**src/rtl/jb_clk_en_sched.sv**
```systemverilog
// Multi-channel clock-enable scheduler: one frame counter decoded into NUM_CH
// enables at clk/2^sel with a phase offset; config changes land on frame boundaries.
module jb_clk_en_sched #(
    parameter int unsigned NUM_CH       = 4,
    parameter int unsigned MAX_DIV_LOG2 = 4,
    localparam int unsigned CH_W        = (NUM_CH > 1) ? $clog2(NUM_CH) : 1,
    localparam int unsigned SEL_W       = $clog2(MAX_DIV_LOG2 + 1)
) (
    input  logic                    clk,
    input  logic                    reset_n,
    input  logic                    enable,
    input  logic                    cfg_valid,
    output logic                    cfg_ready,
    input  logic [CH_W-1:0]         cfg_ch,
    input  logic [SEL_W-1:0]        cfg_div_sel,
    input  logic [MAX_DIV_LOG2-1:0] cfg_phase,
    output logic                    cfg_done,
    output logic                    cfg_err,
    output logic [NUM_CH-1:0]       clk_en,
    output logic                    frame_start
);

    localparam int unsigned      CNT_W    = MAX_DIV_LOG2;
    localparam logic [CNT_W-1:0] CNT_LAST = '1;
    localparam logic [CH_W:0]    NUM_CH_L = (CH_W + 1)'(NUM_CH);
    localparam logic [SEL_W-1:0] MAX_SEL  = SEL_W'(MAX_DIV_LOG2);

    typedef enum logic [1:0] {
        ST_IDLE,
        ST_PEND,
        ST_DONE
    } state_t;

    state_t            state_q;
    state_t            state_d;

    logic [CNT_W-1:0]  cnt_q;
    logic [SEL_W-1:0]  sel_q   [NUM_CH];
    logic [CNT_W-1:0]  phase_q [NUM_CH];

    logic [CH_W-1:0]   sh_ch_q;
    logic [SEL_W-1:0]  sh_sel_q;
    logic [CNT_W-1:0]  sh_phase_q;

    logic              bad_c;
    logic              latch_c;
    logic              apply_c;
    logic              done_d;
    logic              err_d;
    logic [CNT_W-1:0]  mask_c  [NUM_CH];
    logic [NUM_CH-1:0] clk_en_d;

    assign bad_c = ({1'b0, cfg_ch} >= NUM_CH_L) || (cfg_div_sel > MAX_SEL);

    // Next-state and config handshake decode
    always_comb begin
        state_d = state_q;
        latch_c = 1'b0;
        apply_c = 1'b0;
        done_d  = 1'b0;
        err_d   = 1'b0;
        unique case (state_q)
            ST_IDLE: begin
                if (cfg_valid && cfg_ready) begin
                    if (bad_c) begin
                        err_d = 1'b1;
                    end else begin
                        latch_c = 1'b1;
                        state_d = ST_PEND;
                    end
                end
            end
            ST_PEND: begin
                // Last slot of the frame, or counter idle: swap in before the next slot 0
                if (!enable || (cnt_q == CNT_LAST)) begin
                    apply_c = 1'b1;
                    done_d  = 1'b1;
                    state_d = ST_DONE;
                end
            end
            ST_DONE: state_d = ST_IDLE;
            default: state_d = ST_IDLE;
        endcase
    end

    // Per-channel slot match: low sel bits of cnt against low sel bits of phase
    always_comb begin
        clk_en_d = '0;
        for (int i = 0; i < NUM_CH; i++) begin
            mask_c[i] = '0;
            for (int b = 0; b < CNT_W; b++) begin
                mask_c[i][b] = (SEL_W'(b) < sel_q[i]);
            end
            clk_en_d[i] = enable && ((cnt_q & mask_c[i]) == (phase_q[i] & mask_c[i]));
        end
    end

    always_ff @(posedge clk or negedge reset_n) begin
        if (!reset_n) begin
            state_q <= ST_IDLE;
        end else begin
            state_q <= state_d;
        end
    end

    // Counter, registered outputs, shadow and active config
    always_ff @(posedge clk or negedge reset_n) begin
        if (!reset_n) begin
            cnt_q       <= '0;
            clk_en      <= '0;
            frame_start <= 1'b0;
            cfg_ready   <= 1'b1;
            cfg_done    <= 1'b0;
            cfg_err     <= 1'b0;
            sh_ch_q     <= '0;
            sh_sel_q    <= '0;
            sh_phase_q  <= '0;
            for (int i = 0; i < NUM_CH; i++) begin
                sel_q[i]   <= '0;
                phase_q[i] <= '0;
            end
        end else begin
            cnt_q       <= enable ? cnt_q + CNT_W'(1) : '0;
            clk_en      <= clk_en_d;
            frame_start <= enable && (cnt_q == '0);
            cfg_ready   <= (state_d == ST_IDLE);
            cfg_done    <= done_d;
            cfg_err     <= err_d;
            if (latch_c) begin
                sh_ch_q    <= cfg_ch;
                sh_sel_q   <= cfg_div_sel;
                sh_phase_q <= cfg_phase;
            end
            for (int i = 0; i < NUM_CH; i++) begin
                if (apply_c && (sh_ch_q == CH_W'(i))) begin
                    sel_q[i]   <= sh_sel_q;
                    phase_q[i] <= sh_phase_q;
                end
            end
        end
    end

endmodule

```
**config.mk**
```make
export PLATFORM = sky130hd
export DESIGN_NAME = jb_clk_en_sched
export DESIGN_NICKNAME = d
export VERILOG_FILES = /design/src/rtl/jb_clk_en_sched.sv
export SDC_FILE = /design/constraint.sdc
export NUM_CORES = 1
export LEC_CHECK = 0
export CORE_MARGIN = 2
export CORE_UTILIZATION = 50
export DETAILED_ROUTE_END_ITERATION = 10
export PLACE_DENSITY_LB_ADDON = 0.25
export SYNTH_ARGS = -nofsm -noshare
export SYNTH_HDL_FRONTEND = slang
export SYNTH_SLANG_ARGS = --single-unit
```
**constraint.sdc**
```tcl
create_clock -name clk -period 3.4 [get_ports clk]
set_input_delay 0.68 -clock clk [delete_from_list [all_inputs] [get_ports clk]]
set_output_delay 0.68 -clock clk [all_outputs]
set_load 0.02 [all_outputs]
```
# After elaboration in Yosys (flattened, before gate mapping)
# Index checks and enable logic that the tools add are counted.
# totals
ramBits	0
ff_bits	51
mem_bits_ro	0
inputBits	13
latch_bits	0
n_memories	0
# classes
magnitude_cmp	17
reduce_logical	16
div	0
multipliers	0
bitwise_logic	8
eq_ne	9
shifts	0
muxes	13
add_sub_neg	1
# ops
op	n
4-bit bitwise AND	8
1-bit by 3-bit less-than comparator with 1-bit output (first input constant)	8
2-bit by 3-bit less-than comparator with 1-bit output (first input constant)	8
4-bit equality test	4
1-bit logical AND	10
1-bit two-way mux	8
2-bit logical NOT	3
2-bit two-way mux	3
4-bit by 1-bit adder with 4-bit output (second input constant)	1
2-bit by 1-bit equality test with 1-bit output (second input constant)	2
2-bit equality test (second input constant)	2
4-bit equality test (second input constant)	1
4-bit logical NOT	1
4-bit two-way mux	1
2-bit one-hot mux with 2 select lines	1
3-bit greater-than comparator (second input constant)	1
1-bit logical NOT	1
1-bit logical OR	1

# Longest topological paths before layout
# depth
depth_word	5
ltp_mapped	4
depth_no_buf	4

# Least setup slack after synthesis
# OpenSTA, ideal clock, no wires.
# synth_timing
path_kind	input-to-reg
start	in enable
end	reg phase_q[10] (netlist name)
required_time_ns	3.275
t_arrival_ns	1.713
setup_slack_ns	1.563
cell_stages	3
n_path_buf	1
path_cell_list	buf_2 > a2111oi_4 > mux2_2
# synth_via
elab_chain_len	5
# synth_rtl
item	line	text
start: declaration	11	input logic enable,
1-bit logical NOT	75	if (!enable || (cnt_q == CNT_LAST)) begin
1-bit logical OR	75	
1-bit two-way mux	75	
1-bit two-way mux	62	unique case (state_q)
1-bit logical AND	135	if (apply_c && (sh_ch_q == CH_W'(i))) begin
end signal: indexed assignment	137	phase_q[i] <= sh_phase_q;
end: declaration	39	logic [CNT_W-1:0] phase_q [NUM_CH];
# Every way passes these cells.
# A chain may end at the register's enable or synchronous reset.

# Worst setup path in the final report
# layout_timing
start	in enable
end	reg sel_q[8] (netlist name)
# layout_via
elab_chain_len	5
# layout_rtl
item	line	text
1-bit logical NOT	75	
1-bit logical OR	75	
1-bit two-way mux	75	
1-bit two-way mux	62	
1-bit logical AND	135	
end signal: indexed assignment	136	sel_q[i] <= sh_sel_q;
end: declaration	38	logic [SEL_W-1:0] sel_q [NUM_CH];
# Every way passes these cells.

==> metrics <==
die area 5160 µm²; Fin. Hold Viols 0; Final Setup Violations 0; Worst Skew 5.38 ps; cells after synthesis ~170; CTS Hold Buffers Added 0; Post-Synth XOR/XNOR Area 6.86%; synthesized cell area 2300 µm²; Layout area overhead 13.1%; diodes inserted 0; Setup CP Type in2reg; Via density around 5.6; crit path capture type flop; GRT Resource Usage Total 18.6%; htree depth 2; Layout Nets 205; max frequency 412 MHz; vias in the first global route 1438; Routed WL 4.33 mm; post-CTS sizing 0; I/O Buffers 20; dpl hpwl 3.06 mm; first-iteration detailed-routing DRC count 81; startpoint types input pin; critical path buffer and inverter count 1; #FFs+latches synth 51; vias around 1400; Rows 24; largest family of logic cells by synthesized area multiplexers; core area ~4400 µm²; Yosys warning count 0; routability cong. 0.817; chip width slightly above 70 µm; initial antenna violation count 0; adder-cell area share of the yosys netlist around 1.1%; largest net degree at the start of global routing 52; CTS Buf Count 5; number of setup buffers added after CTS 0; worst hold-check path type reg2reg; initial core utilization approximately 52%; maxcap violations 0; Slew Viols, Final 0; CP required between 3000 and 4000 ps; outcome finished, final reports clean; Tightest Pin Transition 1120 ps; Worst VDD drop approximately 0.37 mV; Synth Area in Compound Gates 9.15%; Pre-Repair DR Iteration Count 4; sequential-to-total area share from yosys stat 55.6%; Reg clk slew, reported paths 80 ps; CTS sink count 51; Synth cell types 25; Power Dens Cells 814 nW/µm²; Final Cycle Share 71.4%; Lkg Pwr 1.09 nW; Slew headroom 25.5%; worst slack, placed 634 ps; remaining antenna violation count 0; Crit Path Max Fanout 16; Synth Area in Simple Gates 7.13%; setup TNS 0 ps; post-route minimum period around 2400 ps; chip height 71.8 µm; # DRC 0; RSZ-0062 raised after global routing false; critical path's top delay family buffers and inverters; CTS Root Cell clkbuf_8; CP cell instances clkdlybuf4s50_1, a2111oi_4, mux2_2; CP peak stage delay 780 ps; fill count 348; Mapped Nets between 150 and 200; Clk Latency, worst-skew pair 290 ps; CTS tree yes; syn avg cell area ~13 µm²; Slowest-stage cell, CP clkdlybuf4s50_1; post-synthesis mux area share 17.6%; worst path arrival time 2610 ps; CTS Buffer Depth 2; min setup slack post-route approximately 1000 ps; DR WL/cell 17.8 µm; layout cells sized above 1 between 20% and 30%; first-pass GRT wire length 7.13 mm; io pins 21; GRT overflow 0
[cell type report]
| type | count | area [µm²] | area share, % |
|---|---|---|---|
| inverters | 5 | 18.8 | 0.722 |
| clock inverters | 1 | 5.00 | 0.192 |
| well taps | 52 | 65.1 | 2.50 |
| multi-input cells | 107 | 962 | 37.0 |
| flip-flops and latches | 51 | 1280 | 49.1 |
| clock buffers | 7 | 76.3 | 2.94 |
| repair buffers | 20 | 195 | 7.51 |
[worst register-to-register path, delay by kind of cell, from the launching register on]
family                   cells  cell delay, ps
multiplexers                 1             410
adder cells (fa/ha/maj)      1             290
AO/OA/AOI/OAI                1             690
flip-flops                   1             580
AND/OR/NAND/NOR              1             180
[synthesized netlist by cell type]
| master | count | area share (%) |
|---|---|---|
| dfrtp_1 | 50 | 54 |
| mux2_2 | 34 | 17 |
| nor2_1 | 14 | 2.3 |
| xnor2_1 | 13 | 5.0 |
| a21oi_1 | 7 | 1.5 |
| o21ai_0 | 6 | 1.3 |
| inv_1 | 5 | 0.82 |
| xor2_1 | 5 | 1.9 |
| a2111oi_0 | 4 | 1.5 |
| a2111oi_4 | 4 | 4.8 |
| and2_1 | 4 | 1.1 |
| clkbuf_1 | 4 | 0.65 |
| nor3_1 | 4 | 0.87 |
| buf_2 | 2 | 0.44 |
| buf_4 | 2 | 0.65 |
| ha_1 | 2 | 1.1 |
| mux2_1 | 2 | 0.98 |
| nand2b_1 | 2 | 0.54 |
| dfstp_2 | 1 | 1.1 |
| nand2_1 | 1 | 0.16 |
| nand3_1 | 1 | 0.22 |
| nand3_4 | 1 | 0.76 |
| nand4bb_1 | 1 | 0.49 |
| nor2b_1 | 1 | 0.27 |
| nor4bb_1 | 1 | 0.44 |
[kinds of logic (layout without fill, tap and decap cells)]
kind of cell,after synthesis,count (layout)
and+or+nand+nor,30,30
DFF,51,51
buffers and inverters,13,33
adders and majority gates,2,2
xor gates and xnor gates,18,18
muxes,36,36
AOI/OAI and AO/OA,21,21
[placed cells by master (no fill, tap or decap)]
master / count
dfrtp_1: 50
mux2_2: 34
clkdlybuf4s50_1: 19
nor2_1: 14
xnor2_1: 13
a21oi_1: 7
o21ai_0: 6
inv_1: 5
xor2_1: 5
clkbuf_8: 5
and2_1: 4
nor3_1: 4
a2111oi_0: 4
a2111oi_4: 4
nand2b_1: 2
mux2_1: 2
ha_1: 2
clkbuf_1: 2
nand3_4: 1
nand2_1: 1
nand4bb_1: 1
nor2b_1: 1
nand3_1: 1
nor4bb_1: 1
dfstp_2: 1
clkinv_2: 1
buf_2: 1
[flip-flops by register name, indices dropped and copies added, names as in the netlist]
signal / flops
cfg_done: 1
cfg_err: 1
cfg_ready: 1
clk_en: 4
cnt_q: 4
frame_start: 1
phase_q: 16
sel_q: 12
sh_ch_q: 2
sh_phase_q: 4
sh_sel_q: 3
state_q: 2
[per-layer routing]
metal	vias up	global-route usage, %	share of wire, %
met5	-	0	0
met4	0	5.45	0.76
met3	5	3.94	3.7
met2	26	30.1	50
met1	690	25.3	45
li1	631	-	-
[stage by stage]
| step | hold slack [ps] | cell area (µm²) | instances | power (mW) | utilization [%] |
|---|---|---|---|---|---|
| floorplan | 384 | 2300 | 171 | 1.56 | - |
| global placement | 510 | 2520 | 235 | 1.76 | 57.4 |
| detailed placement | 512 | 2520 | 235 | 1.81 | 57.4 |
| CTS | 532 | 2600 | 243 | 2.14 | 59.3 |
| global route | 555 | 2600 | 243 | 2.25 | 59.3 |
| finish | 537 | 2600 | 243 | 2.12 | 59.3 |
[where the power goes]
| part | internal (mW) | switching, mW |
|---|---|---|
| Clock | 0.145 | 0.186 |
| Combinational | 0.375 | 0.268 |
| Sequential | 0.867 | 0.276 |
| Total | 1.39 | 0.731 |
[worst paths after layout]
path	start	endpoint	slack (ps)	depth (start not counted)
max	enable	sel_q[8]	970	3
min	sel_q[9]	sel_q[9]	540	1
max reg2reg	cnt_q[0]	sel_q[8]	1150	4
min in group asynchronous	reset_n	sel_q[6]	590	1
min reg2reg	sel_q[9]	sel_q[9]	540	1
max in group asynchronous	reset_n	cnt_q[0]	2120	1
Power figures use the tool's default switching activity.
